**config.mk**
```make
export PLATFORM = sky130hd
export DESIGN_NAME = rsa_encrypt
export DESIGN_NICKNAME = d
export VERILOG_FILES = /design/src/rtl/rsa_pkg.sv /design/src/rtl/rsa_modmul.sv /design/src/rtl/rsa_encrypt.sv
export SDC_FILE = /design/constraint.sdc
export NUM_CORES = 1
export LEC_CHECK = 0
export ABC_AREA = 0
export CAP_MARGIN = 20
export CORE_ASPECT_RATIO = 1.75
export CORE_MARGIN = 2
export CORE_UTILIZATION = 35
export CTS_BUF_LIST = sky130_fd_sc_hd__clkbuf_8
export DETAILED_ROUTE_END_ITERATION = 16
export PLACE_DENSITY_LB_ADDON = 0.2
export RECOVER_POWER = 25
export SLEW_MARGIN = 20
export SYNTH_ARGS = -nofsm -noshare
export SYNTH_HDL_FRONTEND = slang
export SYNTH_SLANG_ARGS = --single-unit
export TNS_END_PERCENT = 100
```
**constraint.sdc**
```tcl
create_clock -name clk -period 7.65 [get_ports clk]
set_input_delay 1.53 -clock clk [delete_from_list [all_inputs] [get_ports clk]]
set_output_delay 1.53 -clock clk [all_outputs]
set_load 0.01 [all_outputs]
```
**src/rtl/rsa_pkg.sv**
```systemverilog
// Shared widths, FSM state encoding and multiplier timing for the RSA encryptor.
package rsa_pkg;

  localparam int MW            = 16;
  localparam int EW            = 8;
  localparam int MODMUL_CYCLES = 16;

  typedef enum logic [1:0] {
    IDLE = 2'd0,
    SQR  = 2'd1,
    MUL  = 2'd2
  } state_t;

endpackage

```
**src/rtl/rsa_modmul.sv**
```systemverilog
// Interleaved shift-add modular multiplier: r = a*b mod n, one bit of b per cycle, MSB first.
module rsa_modmul #(
  parameter int MW = rsa_pkg::MW
) (
  input  logic          clk,
  input  logic          rst,
  input  logic          go,
  input  logic [MW-1:0] a,
  input  logic [MW-1:0] b,
  input  logic [MW-1:0] n,
  output logic          done,
  output logic [MW-1:0] r
);

  localparam int CW = $clog2(MW);
  localparam int RW = MW + 2;

  logic [CW-1:0] cnt_reg, cnt_next;
  logic [RW-1:0] r_reg, r_next;
  logic [RW-1:0] n_ext, a_ext, base, dbl, dbl_red, sum, sum_red;
  logic          bit_sel;

  // While go is held the unit runs back-to-back operations; cnt==0 marks the first bit of each.
  always_comb begin
    n_ext   = {2'b00, n};
    a_ext   = {2'b00, a};
    base    = (cnt_reg == '0) ? '0 : r_reg;
    bit_sel = b[CW'(MW-1) - cnt_reg];
    dbl     = {base[RW-2:0], 1'b0};
    dbl_red = (dbl >= n_ext) ? dbl - n_ext : dbl;
    sum     = bit_sel ? dbl_red + a_ext : dbl_red;
    sum_red = (sum >= n_ext) ? sum - n_ext : sum;
  end

  assign done = go && (cnt_reg == CW'(MW-1));
  assign r    = sum_red[MW-1:0];

  always_comb begin
    cnt_next = cnt_reg;
    r_next   = r_reg;
    if (go) begin
      cnt_next = done ? '0 : cnt_reg + 1'b1;
      r_next   = sum_red;
    end
  end

  always_ff @(posedge clk or posedge rst) begin
    if (rst) begin
      cnt_reg <= '0;
      r_reg   <= '0;
    end else begin
      cnt_reg <= cnt_next;
      r_reg   <= r_next;
    end
  end

endmodule

```
**src/rtl/rsa_encrypt.sv**
```systemverilog
// RSA encryption c = m^e mod n by left-to-right square-and-multiply over all EW exponent bits.
module rsa_encrypt #(
  parameter int MW = rsa_pkg::MW,
  parameter int EW = rsa_pkg::EW
) (
  input  logic          clk,
  input  logic          rst_n,
  input  logic          start,
  input  logic [MW-1:0] m,
  input  logic [EW-1:0] e,
  input  logic [MW-1:0] n,
  output logic [MW-1:0] c,
  output logic          finish
);

  import rsa_pkg::*;

  localparam int BW = $clog2(EW);

  state_t        state_reg, state_next;
  logic [MW-1:0] acc_reg, acc_next;
  logic [MW-1:0] m_reg, m_next;
  logic [EW-1:0] e_reg, e_next;
  logic [MW-1:0] n_reg, n_next;
  logic [BW-1:0] bit_reg, bit_next;
  logic [MW-1:0] c_reg, c_next;
  logic          finish_reg, finish_next;

  logic          mm_go, mm_done;
  logic [MW-1:0] mm_b, mm_r;

  assign mm_go = (state_reg != IDLE);
  assign mm_b  = (state_reg == MUL) ? m_reg : acc_reg;

  rsa_modmul #(.MW(MW)) u_modmul (
    .clk  (clk),
    .rst  (rst_n),
    .go   (mm_go),
    .a    (acc_reg),
    .b    (mm_b),
    .n    (n_reg),
    .done (mm_done),
    .r    (mm_r)
  );

  always_comb begin
    state_next  = state_reg;
    acc_next    = acc_reg;
    m_next      = m_reg;
    e_next      = e_reg;
    n_next      = n_reg;
    bit_next    = bit_reg;
    c_next      = c_reg;
    finish_next = 1'b0;
    case (state_reg)
      IDLE: begin
        if (start) begin
          m_next = m;
          e_next = e;
          n_next = n;
          // Degenerate modulus or out-of-range message: answer 0 immediately.
          if ((n < MW'(2)) || (m >= n)) begin
            c_next      = '0;
            finish_next = 1'b1;
          end else begin
            acc_next   = MW'(1);
            bit_next   = BW'(EW-1);
            state_next = SQR;
          end
        end
      end
      SQR: begin
        if (mm_done) begin
          acc_next = mm_r;
          if (e_reg[bit_reg]) begin
            state_next = MUL;
          end else if (bit_reg == '0) begin
            c_next      = mm_r;
            finish_next = 1'b1;
            state_next  = IDLE;
          end else begin
            bit_next = bit_reg - 1'b1;
          end
        end
      end
      MUL: begin
        if (mm_done) begin
          acc_next = mm_r;
          if (bit_reg == '0) begin
            c_next      = mm_r;
            finish_next = 1'b1;
            state_next  = IDLE;
          end else begin
            bit_next   = bit_reg - 1'b1;
            state_next = SQR;
          end
        end
      end
      default: state_next = IDLE;
    endcase
  end

  always_ff @(posedge clk or posedge rst_n) begin
    if (rst_n) begin
      state_reg  <= IDLE;
      acc_reg    <= '0;
      m_reg      <= '0;
      e_reg      <= '0;
      n_reg      <= '0;
      bit_reg    <= '0;
      c_reg      <= '0;
      finish_reg <= 1'b0;
    end else begin
      state_reg  <= state_next;
      acc_reg    <= acc_next;
      m_reg      <= m_next;
      e_reg      <= e_next;
      n_reg      <= n_next;
      bit_reg    <= bit_next;
      c_reg      <= c_next;
      finish_reg <= finish_next;
    end
  end

  assign c      = c_reg;
  assign finish = finish_reg;

endmodule

```
* Word-level counts from Yosys, hierarchy flattened
Index checks and enable logic that the tools add are counted.
** Storage, ports and cells
- Register bits after elaboration :: 99
- Output and inout port bits :: 17
- Word-level logic and storage cells :: 90
- Bits in writable memories :: 0
- ROM bits :: 0
- Latch bits :: 0
- Memories kept :: 0
** Cells by class
- Muxes and demuxes :: 43
- Div/mod/pow operators :: 0
- Add/sub/neg operators :: 6
- $mul :: 0
- Shifts and indexed selects :: 0
- Reductions and logical operators :: 14
- Equal/unequal tests :: 11
- Magnitude comparators :: 6
- Bitwise gates (word level) :: 0
** Operator list (count)
- two-way mux 16 bit :: 10
- one-hot mux 16 bit (3 select lines) :: 1
- >= comparator 18 x 16 -> 1 bit :: 2
- two-way mux 18 bit :: 2
- two-way mux 17 bit :: 2
- one-hot mux 16 bit (2 select lines) :: 1
- adder 18 x 16 -> 18 bit :: 1
- two-way mux 3 bit :: 6
- subtractor 18 x 16 -> 18 bit :: 1
- subtractor 17 x 16 -> 17 bit :: 1
- >= comparator 16 bit :: 1
- less-than comparator 16 x 2 -> 1 bit, second input constant :: 1
- two-way mux 2 bit :: 6
- AND reduction 6 bit :: 2
- two-way mux 1 bit :: 9
- one-hot mux 3 bit (3 select lines) :: 1
- != test 2 bit, second input constant :: 4
- != test 2 x 1 -> 1 bit, second input constant :: 3
- one-hot mux 2 bit (3 select lines) :: 1
- less-than comparator 4 x 5 -> 1 bit, second input constant :: 1
- AND reduction 5 bit :: 1
- adder 4 x 1 -> 4 bit, second input constant :: 1
- binary-select mux 1 bit (select 4 bit) :: 1
- == test 4 bit, second input constant :: 1
- other kinds (19) :: 20

* Depth between registers and ports, before layout
- Depth in word-level cells :: 12
- Gate-level depth with buffers :: 38
- Gate-level depth less buffers :: 33

* By module
A second synthesis with hierarchy kept.
** Unflattened totals
- Cell total of the unflattened synthesis :: 971
- Area total of the unflattened synthesis :: 8763.4 sq um
** Modules (own cells, without submodules)
- rsa_modmul :: cells each 554, times used 1, area each 4458.0 sq um
- rsa_encrypt :: cells each 417, times used 1, area each 4305.4 sq um

* Least setup slack after synthesis
OpenSTA, ideal clock, no wires.
- Kind :: flip-flop to flip-flop
- From :: register u_modmul.cnt_reg[1]
- To :: register acc_reg[5]
- Setup time :: 0.121 ns
- Stages on the path, launching flop included :: 37
- Required time :: 7.529 ns
- Arrival :: 7.454 ns
- Slack :: 0.075 ns
- Clock period less this slack :: 7.575 ns
- Cell sequence :: dfrtp_1 > clkbuf_1 > inv_2 > ha_1 > or3b_1 > buf_4 > clkbuf_1 > and2_1 > fa_1 > and3_1 > nor2_1 > o211ai_4 > o21ai_1 > and2_1 > clkbuf_1 > mux2i_1 > inv_1 > ha_1 > a211oi_1 > o211ai_1 > a41oi_1 > nand3_1 > nand2_1 > xor2_1 > nor2_1 > a21o_1 > ha_1 > a21o_1 > a21o_1 > a21oi_1 > o21a_1 > o31ai_1 > nor4_4 > o21ba_2 > buf_6 > mux2_4 > a22o_1
** Between the ends
- Word-level cells in the longest chain between the ends :: 10
- Elaborated cells between the ends (all ways) :: 19
** RTL lines
- start, declared :: line rsa_modmul.sv:18 : logic [CW-1:0] cnt_reg, cnt_next;
- start signal, assigned :: line rsa_modmul.sv:52 : cnt_reg <= cnt_next;
- zero test 4 bit :: line rsa_modmul.sv:27 : base = (cnt_reg == '0) ? '0 : r_reg;
- two-way mux 17 bit :: line rsa_modmul.sv:27
- subtractor 18 x 16 -> 18 bit or >= comparator 18 x 16 -> 1 bit (tied branches) :: line rsa_modmul.sv:30 : dbl_red = (dbl >= n_ext) ? dbl - n_ext : dbl;
- two-way mux 18 bit :: line rsa_modmul.sv:30
- adder 18 x 16 -> 18 bit :: line rsa_modmul.sv:31 : sum = bit_sel ? dbl_red + a_ext : dbl_red;
- two-way mux 18 bit :: line rsa_modmul.sv:31
- subtractor 17 x 16 -> 17 bit or >= comparator 18 x 16 -> 1 bit (tied branches) :: line rsa_modmul.sv:32 : sum_red = (sum >= n_ext) ? sum - n_ext : sum;
- two-way mux 17 bit :: line rsa_modmul.sv:32
- two-way mux 16 bit :: line rsa_encrypt.sv:73, rsa_encrypt.sv:87
- one-hot mux 16 bit (2 select lines) :: line rsa_encrypt.sv:55 : case (state_reg)
- end signal, assigned :: line rsa_encrypt.sv:115 : acc_reg <= acc_next;
- end, declared :: line rsa_encrypt.sv:21 : logic [MW-1:0] acc_reg, acc_next;
Parallel ways exist; a longest one is shown, timed or not. The select of a mux whose other input is x is not followed.
A chain may end at the register's enable or synchronous reset.

* Final worst setup path
- From :: register u_modmul.cnt_reg[0]
- To :: register u_modmul.r_reg[15]
** Between the ends
- Word-level cells in the longest chain between the ends :: 8
- Elaborated cells between the ends (all ways) :: 13
** RTL lines
- zero test 4 bit :: line rsa_modmul.sv:27
- two-way mux 17 bit :: line rsa_modmul.sv:27
- subtractor 18 x 16 -> 18 bit or >= comparator 18 x 16 -> 1 bit (tied branches) :: line rsa_modmul.sv:30
- two-way mux 18 bit :: line rsa_modmul.sv:30
- adder 18 x 16 -> 18 bit :: line rsa_modmul.sv:31
- two-way mux 18 bit * :: line rsa_modmul.sv:31
- subtractor 17 x 16 -> 17 bit or >= comparator 18 x 16 -> 1 bit (tied branches) :: line rsa_modmul.sv:32
- two-way mux 17 bit * :: line rsa_modmul.sv:32
- end signal, assigned :: line rsa_modmul.sv:53 : r_reg <= r_next;
- end, declared :: line rsa_modmul.sv:19 : logic [RW-1:0] r_reg, r_next;
Mark *: on every way between the ends. The rest lies on a longest branch, timed or not. The select of a mux whose other input is x is not followed.

==> flow_metrics.tcl <==
set metrics [dict create \
    status "finished clean" \
    cts_tree "built" \
    ant_nets 0 \
    final_core_util_pct 42.6 \
    grt_overflow_total 0 \
    hpwlAfterDp_um 19300 \
    critPathCaptureType "flop" \
    coreArea_um2 22100 \
    setup_viol 0 \
    critPathKind "reg -> reg" \
    cp_max_fo 13 \
    initial_utilization_pct 35.5 \
    die-area_um2 23700 \
    critPathMaxStageDelay_ns 0.45 \
    rsz0062_at_grt "false" \
    synthTopCellsByCount "99 x dfrtp_1, 81 x nand2_1, 71 x ha_1" \
    drtPass1Iterations 5 \
    num_rows 72 \
    globalRouteTotalUtil_pct 20.9 \
    drc 0 \
    postCtsSetupRepairBufs 0 \
    synth_top_cell_by_area "dfrtp_1" \
    clock_latency_ns 0.41 \
    wirelength_um 23500 \
    path_clk_slew_ns 0.10 \
    vias 6689 \
    ys_top_cells_by_area "dfrtp_1 32%, ha_1 11%, mux2_2 5.9%" \
    synth_enable_flop_cells 0 \
    syn_inst 837 \
    via_per_inst 5.39 \
    syn_nets 954 \
    clk_path_buf_depth 2 \
    synth.distinct_cells 77 \
    gp_congestion 0.911 \
    ys_dominant_reg_cell "dfrtp_1" \
    slew_headroom_pct 4.42 \
    htree_levels 3 \
    fin_nets 1057 \
    hold_path.class "reg -> reg" \
    worstPathArrival_ns 7.64 \
    finalMaxSlewViolations 0 \
    chipHeight_um 202 \
    period_share_pct 96.1 \
    numCtsBuffers 9 \
    critical_path_required_ns 7.94 \
    antenna_cells 0 \
    num_io_pins 60 \
    syn_area_um2 7840 \
    wire_per_inst_um 19.0 \
    startpoint_type "flop" \
    period_minus_slack_ns 7.35 \
    yosysSeqAreaShare_pct 31.6 \
    antenna_found_initial 0 \
    portBuffers 59 \
    fmaxAchievable_mhz 136 \
    cap_violations 0 \
    cts_root_buf "clkbuf_8" \
    yosys.area.top_type_share_pct 31.6 \
    worst_path_most_repeated_cell "buf_4" \
    largest_reg_flops 17 \
    hold_violations 0 \
    synth.avg_cell_area_um2 9.37 \
    yosysWarnings 0 \
    grt_pass1_vias 6902 \
    hold_buffers 0 \
    fin_skew_ns 0.0176 \
    drtIter0Drc 251 \
    synth.most_common_cell "dfrtp_1" \
    slowest_stage "or3b_4" \
    ys_ff_latch 99 \
    worstMarginPinSlew_ns 1.43 \
    die_x_um 117 \
    grt_pass1_wl_um 37300 \
    cts_sinks 99 \
    area_delta_synth_final_pct 19.8 \
    grt_max_degree 69 \
    drive_gt1_share_pct 16.7 \
    async_reset_ff_share_pct 100 \
]
-- metal layers --
metal  track usage, %  vias up  part of all wire (%)
met2             38.2      146                    54
met1             23.1     3247                    38
met3             2.52       57                   2.3
met4             10.7        0                   5.3
met5                0        -                     0
li1                 -     3239                     -
-- layout make-up --
cell class / instances / area [um2]
timing repair buffer: 120 / 1060
sequential: 99 / 2480
inverter: 63 / 238
clock inverter: 6 / 40.0
clock buffer: 9 / 124
multi-input combinational: 647 / 5080
tap: 296 / 370
fill: 2203 / 12700
-- layout by cell type, fill, tap and decap left out, types with 15 or more instances in the layout --
cell / count
nand2_1: 81
a21oi_1: 37
o21ai_0: 32
a21o_1: 24
dfrtp_1: 99
clkdlybuf4s50_1: 58
xor2_1: 15
o21ai_1: 26
buf_4: 59
nor2_1: 41
mux2_2: 41
mux2i_1: 23
xnor2_1: 27
inv_1: 61
ha_1: 69
-- cell families after synthesis --
logic type      after synthesis  share of synthesized area, %
compound gates              235                          21.0
simple gates                215                          13.2
flops                        99                          31.6
buf+inv                      91                          4.74
mux                          80                          12.5
fa+ha+maj                    75                          12.2
xor+xnor                     42                          4.69
-- stage by stage --
step                      std cells  setup TNS, ns  instance area (um2)  setup WS, ns  hold WS, ns
after global placement         1224          -2.63                 9130        -0.158        0.463
final                          1240              0                 9390         0.296        0.488
after detailed placement       1224          -7.74                 9130        -0.301        0.470
after global routing           1240              0                 9390       0.00780        0.518
after CTS                      1239              0                 9310        0.0434        0.492
after floorplan                 837              0                 7840        0.0752        0.445
-- what timing repair did --
| item | 4_1_cts | 5_1_grt |
|---|---|---|
| endpoints found under the setup margin | 44 | 48 |
| resized for setup | 5 | 17 |
| pin swaps | 0 | 2 |
| cloned | 0 | 0 |
-- worst max-delay path, delay by kind of cell (launching register included) --
kind                       cells  cell delay, ns
muxes                          2            0.60
AOI/OAI and AO/OA             12            2.34
adders and majority gates      4            1.26
and+or+nand+nor               10            1.63
xor gates and xnor gates       1            0.15
DFF                            1            0.39
buffers and inverters          6            0.85
-- worst paths after layout --
path / from / endpoint / slack, ns / cells past startpoint
setup / recovery: u_modmul.cnt_reg[0] / u_modmul.r_reg[15] / 0.30 / 35
hold / removal: n_reg[11] / n_reg[11] / 0.49 / 2
setup reg to reg: u_modmul.cnt_reg[0] / u_modmul.r_reg[15] / 0.30 / 35
hold reg to reg: n_reg[11] / n_reg[11] / 0.49 / 2
max in group asynchronous: rst_n / e_reg[4] / 4.27 / 3
min in group asynchronous: rst_n / c[9] / 1.89 / 2
Power is left out: the tool's default activity adds up to more than one toggle a clock period on the data nets, which glitch-free logic cannot reach.
